==> config.mk <==
export PLATFORM = sky130hd
export DESIGN_NAME = fetch_sequencer
export DESIGN_NICKNAME = d
export VERILOG_FILES = /design/src/rtl/fetch_sequencer.sv
export SDC_FILE = /design/constraint.sdc
export NUM_CORES = 1
export LEC_CHECK = 0
export ABC_AREA = 1
export ABC_CLOCK_PERIOD_IN_PS = 11470
export CORE_MARGIN = 2
export CORE_UTILIZATION = 50
export DETAILED_ROUTE_END_ITERATION = 7
export HOLD_SLACK_MARGIN = 0.03
export MAX_ROUTING_LAYER = met4
export PLACE_DENSITY = 0.74
export REMOVE_ABC_BUFFERS = 1
export SLEW_MARGIN = 20
export SYNTH_ARGS = -nofsm -noshare
export SYNTH_HDL_FRONTEND = slang
export SYNTH_SLANG_ARGS = --single-unit
==> constraint.sdc <==
create_clock -name clk -period 11.47 [get_ports clk]
set_input_delay 2.294 -clock clk [delete_from_list [all_inputs] [get_ports clk]]
set_output_delay 2.294 -clock clk [all_outputs]
set_load 0.01 [all_outputs]
==> src/rtl/fetch_sequencer.sv <==
// Control unit for one convolution job: kernel fetch, image fetch, and the
// drain of the remaining windows, with a watchdog and a sticky fault flag.
module fetch_sequencer #(
    parameter int MAX_KERNEL_SIZE = 5,
    parameter int TIMEOUT_CYCLES  = 4096
) (
    input  logic        clk,
    input  logic        rstn,
    input  logic        start_in,
    input  logic        abort_in,
    input  logic [2:0]  du_ker_size_in,
    input  logic [11:0] du_img_size_in,
    input  logic        fu_kernel_valid_in,
    input  logic        fu_pixel_valid_in,
    input  logic        fu_window_valid_in,
    output logic        cu_ker_fetch_en_out,
    output logic        cu_img_fetch_en_out,
    output logic        busy_out,
    output logic        done_out,
    output logic        err_out,
    output logic [23:0] win_count_out,
    output logic [2:0]  state_out
);

    // state | meaning
    // IDLE  | waiting for start
    // KER   | kernel fetch enabled, waiting for kernel loaded
    // IMG   | image fetch enabled, counting pixels up to N*N
    // DRAIN | image fetched, waiting for the last windows
    // DONE  | one-cycle completion
    // ERR   | bad configuration or watchdog expiry, sticky until start
    typedef enum logic [2:0] {
        IDLE  = 3'd0,
        KER   = 3'd1,
        IMG   = 3'd2,
        DRAIN = 3'd3,
        DONE  = 3'd4,
        ERR   = 3'd5
    } state_t;

    // Watchdog must be able to hold TIMEOUT_CYCLES-1.
    localparam int WD_W = $clog2(TIMEOUT_CYCLES + 1);

    state_t           state;
    state_t           state_nxt;
    logic [2:0]       ker_size;
    logic [11:0]      img_size;
    logic [23:0]      pix_cnt;
    logic [WD_W-1:0]  wd_cnt;

    logic [23:0]      img_side;
    logic [23:0]      win_side;
    logic [23:0]      img_total;
    logic [23:0]      win_total;
    logic             in_run;
    logic             any_valid;
    logic             start_ok;
    logic             cfg_ok;
    logic             pix_last;
    logic             win_full;
    logic             timeout;

    // Job totals come from the sizes latched at start, so later input
    // changes cannot disturb a running job. K <= N is guaranteed here.
    assign img_side  = {12'd0, img_size};
    assign win_side  = img_side - {21'd0, ker_size} + 24'd1;
    assign img_total = img_side * img_side;
    assign win_total = win_side * win_side;

    assign in_run    = (state == KER) || (state == IMG) || (state == DRAIN);
    assign any_valid = fu_kernel_valid_in || fu_pixel_valid_in || fu_window_valid_in;
    assign start_ok  = start_in && !abort_in &&
                       ((state == IDLE) || (state == DONE) || (state == ERR));
    assign cfg_ok    = (du_ker_size_in != 3'd0) &&
                       ({29'd0, du_ker_size_in} <= 32'(MAX_KERNEL_SIZE)) &&
                       ({9'd0, du_ker_size_in} <= du_img_size_in);
    assign pix_last  = fu_pixel_valid_in && ((pix_cnt + 24'd1) == img_total);
    assign win_full  = (win_count_out == win_total);
    assign timeout   = !any_valid && (wd_cnt == WD_W'(TIMEOUT_CYCLES - 1));
    assign state_out = state;

    // Next-state selection; abort overrides every other transition.
    always_comb begin
        state_nxt = state;
        if (abort_in) begin
            state_nxt = IDLE;
        end else begin
            case (state)
                IDLE, DONE, ERR: begin
                    if (start_in) begin
                        state_nxt = cfg_ok ? KER : ERR;
                    end else if (state == DONE) begin
                        state_nxt = IDLE;
                    end
                end
                KER: begin
                    if (fu_kernel_valid_in) state_nxt = IMG;
                    else if (timeout)       state_nxt = ERR;
                end
                IMG: begin
                    if (pix_last)     state_nxt = DRAIN;
                    else if (timeout) state_nxt = ERR;
                end
                DRAIN: begin
                    if (win_full)     state_nxt = DONE;
                    else if (timeout) state_nxt = ERR;
                end
                default: state_nxt = IDLE;
            endcase
        end
    end

    // State, registered outputs decoded from the next state, and job counters.
    always_ff @(posedge clk) begin
        if (!rstn) begin
            state               <= IDLE;
            cu_ker_fetch_en_out <= 1'b0;
            cu_img_fetch_en_out <= 1'b0;
            busy_out            <= 1'b0;
            done_out            <= 1'b0;
            err_out             <= 1'b0;
            win_count_out       <= 24'd0;
            pix_cnt             <= 24'd0;
            wd_cnt              <= '0;
            ker_size            <= 3'd0;
            img_size            <= 12'd0;
        end else begin
            state               <= state_nxt;
            cu_ker_fetch_en_out <= (state_nxt == KER);
            cu_img_fetch_en_out <= (state_nxt == IMG);
            busy_out            <= (state_nxt == KER) || (state_nxt == IMG) ||
                                   (state_nxt == DRAIN);
            done_out            <= (state_nxt == DONE);

            if (!abort_in) begin
                if (state_nxt == ERR) err_out <= 1'b1;
                else if (start_ok)    err_out <= 1'b0;
            end

            if (abort_in) begin
                win_count_out <= 24'd0;
                pix_cnt       <= 24'd0;
                wd_cnt        <= '0;
            end else if (start_ok) begin
                ker_size      <= du_ker_size_in;
                img_size      <= du_img_size_in;
                win_count_out <= 24'd0;
                pix_cnt       <= 24'd0;
                wd_cnt        <= '0;
            end else begin
                if ((state == IMG) && fu_pixel_valid_in) begin
                    pix_cnt <= pix_cnt + 24'd1;
                end
                if (((state == IMG) || (state == DRAIN)) && fu_window_valid_in && !win_full) begin
                    win_count_out <= win_count_out + 24'd1;
                end
                if (!in_run || any_valid || (state_nxt != state)) begin
                    wd_cnt <= '0;
                end else begin
                    wd_cnt <= wd_cnt + WD_W'(1);
                end
            end
        end
    end

endmodule

### Yosys cells after proc, flatten, opt, wreduce, memory -nomap -nowiden

Cells that the tools add are included.
Widths: inputs -> output; s select.

* bits in registers: 84
* input port bits: 22
* logic and storage cells: 79

* add/subtract/negate cells: 5
* $mul: 2
* $lt $le $gt $ge: 2
* eq/ne operators: 14
* mux-type cells: 11
* bitwise operators: 2
* reduce and logical (&&, ||, !) cells: 32

Operators by type and width (number)
* $add 24x1->24 const B: 2
* $eq 24x24->1: 2
* $mul 12x12->24: 1
* $mul 14x14->24: 1
* $mux 3: 8
* $add 13x2->14 const B: 1
* $add 13x1->13 const B: 1
* $eq 13x12->1 const B: 1
* $sub 12x3->13: 1
* $eq 3x2->1 const B: 4
* $eq 3x3->1 const B: 4
* $le 3x12->1: 1
* $pmux 3 s4: 1
* $logic_or 1x1->1: 11
* $logic_and 1x1->1: 9
* $eq 3x1->1 const B: 2
* $reduce_or 3->1: 2
* $logic_not 1->1: 4
* $reduce_and 2->1: 2
* $reduce_or 4->1: 1
* $le 3x3->1 const B: 1
* $logic_not 3->1: 1
* $ne 3x3->1: 1
* $reduce_bool 3->1: 1
* other kinds (3): 5

### Logic depth before layout (Yosys ltp)

* word-level depth: 11
* gate-level depth with buffers: 53

### Worst setup path before layout

Ideal clock, no wire load.

* path type: register -> register
* from: reg img_size[0]
* to: reg wd_cnt[11]
* library setup time: 0.117 ns
* arrival time: 7.950 ns
* data required time: 11.353 ns
* path slack: 3.403 ns
* cell stages (with the launch flop): 45
* buffers on the path: 3
* period minus slack after synthesis: 8.067 ns
* cell sequence: dfxtp_1 > clkbuf_1 > inv_1 > ha_1 > inv_1 > clkbuf_1 > ha_1 > inv_1 > nor2_1 > nand3_2 > nor2_1 > nand2_1 > nor2_1 > inv_1 > nor2_1 > nor2_1 > inv_1 > nand2_1 > [... 9 more ...] > fa_1 > ha_1 > nand2_1 > nor4_1 > nand4_1 > nand3_1 > a21oi_1 > o21bai_1 > xor2_1 > nor2_1 > nand2_2 > nand2_1 > nand2_1 > nand2_2 > nand3b_2 > nand2_2 > buf_6 > nor2_2

* longest elaborated chain between the ends: 10
* elaborated cells on any way between the ends: 14
* those cells by class: 2 x add/sub; 2 x mul; 3 x eq/ne; 4 x mux; 3 x reduce/logical

Ends and longest elaborated chain
* start, declared: RTL line 47 `logic [11:0] img_size;`
* start signal, assigned: RTL line 146 `img_size <= du_img_size_in;`
* $sub 12x3->13: RTL line 66 `assign win_side = img_side - {21'd0, ker_size} + 24'd1;`
* $add 13x2->14: RTL line 66
* $mul 14x14->24: RTL line 68 `assign win_total = win_side * win_side;`
* $eq 24x24->1: RTL line 78 `assign win_full = (win_count_out == win_total);`
* $mux 3: RTL line 105 `if (win_full) state_nxt = DONE;`
* $pmux 3 s4 (*): RTL line 88 `case (state)`
* $mux 3 (*): RTL line 85 `if (abort_in) begin`
* $ne 3x3->1 (*): RTL line 157 `if (!in_run || any_valid || (state_nxt != state)) begin`
* $logic_or 1x1->1 (*): RTL line 157
* $reduce_or 4->1 (no line) (*)
* end signal, assigned: RTL line 160 `wd_cnt <= wd_cnt + WD_W'(1);`
* end, declared: RTL line 49 `logic [WD_W-1:0] wd_cnt;`

Mark *: on every way between the ends. The rest lies on a longest branch, timed or not.
A chain may end at the register's enable or synchronous reset.

### Final worst setup path

* from: reg img_size[0]
* to: reg win_count_out[3]

* longest elaborated chain between the ends: 6

Ends and longest elaborated chain
* $sub 12x3->13: RTL line 66
* $add 13x2->14: RTL line 66
* $mul 14x14->24: RTL line 68
* $eq 24x24->1: RTL line 78
* $logic_not 1->1: RTL line 154 `if (((state == IMG) || (state == DRAIN)) && fu_window_valid_in && !win_full) begin`
* $logic_and 1x1->1: RTL line 154
* end signal, assigned: RTL line 155 `win_count_out <= win_count_out + 24'd1;`
* end, declared: RTL line 21 `output logic [23:0] win_count_out,`

No other way between the ends.

==> impl_metrics.tcl <==
set metrics [dict create \
    status "finished clean" \
    grt_pass1_vias 13612 \
    dr.pass1.iters 5 \
    critPathMaxFanout 25 \
    slew_headroom_pct 31.24 \
    cts_made_buffers 9 \
    synth_fa_ha_area_share_pct 39.20 \
    power_density_nw_per_um2 263.3 \
    tritoncts "done" \
    peakVddDrop_v 0.0002643 \
    grt_start_max_net_pins 38 \
    wl_per_cell_um 15.21 \
    yosys.area.top_type_share_pct 29.62 \
    overflow 0 \
    period_share_pct 86.03 \
    die_w_um 180.3 \
    start_util_pct 50.81 \
    finalCriticalPeriod_ns 9.867 \
    ys_warn_count 0 \
    route.detailed.drc 0 \
    root_buffer "clkbuf_16" \
    p_leak_nw 7.993 \
    p_int_mw 1.963 \
    io_pins 54 \
    max_cap_viol_count 0 \
    slowest_delay_ns 0.66 \
    postCtsHoldBufs 0 \
    rsz0062_at_grt "false" \
    grt_usage_pct 25.23 \
    max_freq_mhz 101.3 \
    via_per_inst 5.235 \
    die_y_um 180.3 \
    ff2ff_setup_slack_ns 1.60 \
    hpwl_mm 32.59 \
    cts_num_sinks 84 \
    synth_ff_type "dfxtp_1" \
    nNetsFinal 2506 \
    n_antenna_cell 0 \
    ys_top_cells_by_area "fa_1, inv_1, dfxtp_1" \
    drv_slew 0 \
    syn_area_per_cell_um2 7.352 \
    muxShareOfSynthArea_pct 0 \
    setup_viol 0 \
    combPwrFrac_pct 85.4 \
    grt_pass1_wl_mm 65.66 \
    die_area_um2 32510 \
    skew_ns 0.008406 \
    core_um2 30590 \
    postCtsSetupBuffers 0 \
    drtIter0Drc 896 \
    ctsHtreeMaxLevel 3 \
    synthArstFlopShare_pct 0 \
    setup_tns_ns 0 \
    clock_latency_ns 0.35 \
    num_rows 64 \
    synth_top_area_cell "fa_1" \
    r2r.worst_path.cells 45 \
    clkTransAtPathRegs_ns 0.07 \
    yosysUniqueCellTypes 48 \
    ys_ff_latch 84 \
    dr_total_vias 13275 \
    synth_area_um2 15540 \
    tightest_slew_ns 1.029 \
    globalplace.congestion 0.9314 \
    crit_slowest_cell "dfxtp_1" \
    drive_gt1_share_pct 3.879 \
    hold_viol 0 \
    synth-simple-area-share_pct 23.39 \
    path_class "reg2reg" \
    startpoint_type "register" \
    clkPwrFrac_pct 7.4 \
    antenna_found_initial 0 \
    synth_top_family_by_area "adder cells" \
    synth_edf_count 0 \
    worstPathArrival_ns 10.15 \
    syn_inst 2114 \
    p_switching_mw 2.440 \
    worst_ep_required_time_ns 11.75 \
    p_total_mw 4.403 \
    holdCritPathClass "reg2reg" \
    ant_nets 0 \
    cts_resized 0 \
    port_buffers 53 \
    routed_wl_mm 38.56 \
    synth_xor_area_share_pct 6.738 \
    hold_depth 1 \
    worstSetupEndpointType "register" \
    cts_buffer_depth 2 \
    area_delta_synth_final_pct 7.599 \
    seqPwrFrac_pct 7.2 \
    synth_compound_area_share_pct 6.963 \
    seq_area_frac_synth_pct 10.82 \
    swShare_pct 55.41 \
]
## worst max-delay path: cells and delay by family, from the launching register on
kind,cells,cell delay (ns)
flip-flops,1,0.66
adder cells (fa/ha/maj),10,4.26
AO/OA/AOI/OAI,4,0.76
AND/OR/NAND/NOR,21,2.93
buffers and inverters,10,1.16
## synthesized netlist by cell type, types with 2 or more instances
cell type    n
nor2_2      17
a211oi_1     2
nor3b_1      3
nand3_2      4
o21a_1       4
a21boi_0     2
nor2_4       4
nor4_1       7
nand2_1    408
a21o_1       5
fa_1       230
buf_2        5
nand2_2     15
inv_2       11
ha_1       119
a21oi_1    102
xor2_1      70
nand4_1     32
nand3b_1    10
o21ai_0     66
xnor2_1     47
dfxtp_1     84
nand3_1     89
o21bai_1     5
nor3_1      34
o2111ai_1    2
nor2_1     203
buf_6        3
o21ai_1      2
inv_1      468
clkbuf_1    37
clkinv_1     2
or2_2        7
## logic make-up (layout without fill, tap and decap cells)
group,Yosys count,count (layout)
buffers and inverters,526,552
AND/OR/NAND/NOR,838,838
XOR/XNOR,118,118
flip-flops,84,84
adder cells (fa/ha/maj),349,349
AO/OA/AOI/OAI,199,199
## power by group through the flow
stage                     clock network (mW)  logic, mW  registers [mW]
after floorplan                            0       2.86           0.315
after global placement                     0       3.68           0.321
after detailed placement                   0       3.71           0.321
after CTS                              0.331       3.76           0.315
after global routing                   0.344       4.27           0.316
final                                  0.328       3.76           0.315
## area by class of cell
cell class / instances / area, um2
multi-input cells: 1504 / 11860
clock inverters: 6 / 96.34
clock buffers: 10 / 239.0
repair buffers: 55 / 545.5
fillers: 2888 / 13870
inverters: 481 / 1805
flip-flops and latches: 84 / 1682
well taps: 396 / 495.5
## per-stage QoR
| stage | utilization [%] | cell area, um2 | instances | setup slack, ns | hold WS, ns |
|---|---|---|---|---|---|
| 3_5_place_dp | 53.57 | 16390 | 2520 | 1.688 | 0.4531 |
| 4_1_cts | 54.67 | 16720 | 2536 | 1.650 | 0.4624 |
| 5_1_grt | 54.67 | 16720 | 2536 | 0.7995 | 0.4685 |
| 6_report | 54.67 | 16720 | 2536 | 1.603 | 0.4573 |
| 3_3_place_gp | 53.57 | 16390 | 2520 | 1.797 | 0.4320 |
| 2_1_floorplan | - | 15340 | 2069 | 3.115 | 0.4176 |
## path summary, 6_finish.rpt
check,start,endpoint
max reg2reg,img_size[0],win_count_out[3]
min reg2reg,wd_cnt[0],wd_cnt[0]
max,img_size[0],win_count_out[3]
min,wd_cnt[0],wd_cnt[0]
## metal layers
| layer | up-vias | part of all wire, % | GRT usage, % |
|---|---|---|---|
| met5 | - | 0 | - |
| met3 | 60 | 5.6 | 3.658 |
| li1 | 6463 | - | - |
| met1 | 6374 | 44 | 32.75 |
| met4 | 0 | 2.1 | 7.452 |
| met2 | 378 | 48 | 41.11 |
## layout by cell type, fill, tap and decap left out, drive strengths merged, types with 2 or more instances in the layout
master           n
inv            480
nand2          423
fa             230
nor2           224
ha             119
a21oi          103
nand3           94
dfxtp           84
xor2            70
o21ai           69
clkdlybuf4s50   53
xnor2           47
nor3            34
nand4           33
nand3b          11
clkbuf          10
or2              7
nor4             7
o21bai           5
a21o             5
o21a             4
clkinv           4
nor3b            3
a21boi           2
o2111ai          2
a211oi           2
bufinv           2
buf              2
## registers in the layout, indices dropped and copies added (netlist names)
register and flops:
err_out 1, busy_out 1, ker_size 3, done_out 1, cu_ker_fetch_en_out 1, win_count_out 24
wd_cnt 13, cu_img_fetch_en_out 1, img_size 12, state_out 3, pix_cnt 24
(Power assumes the default switching activity.)
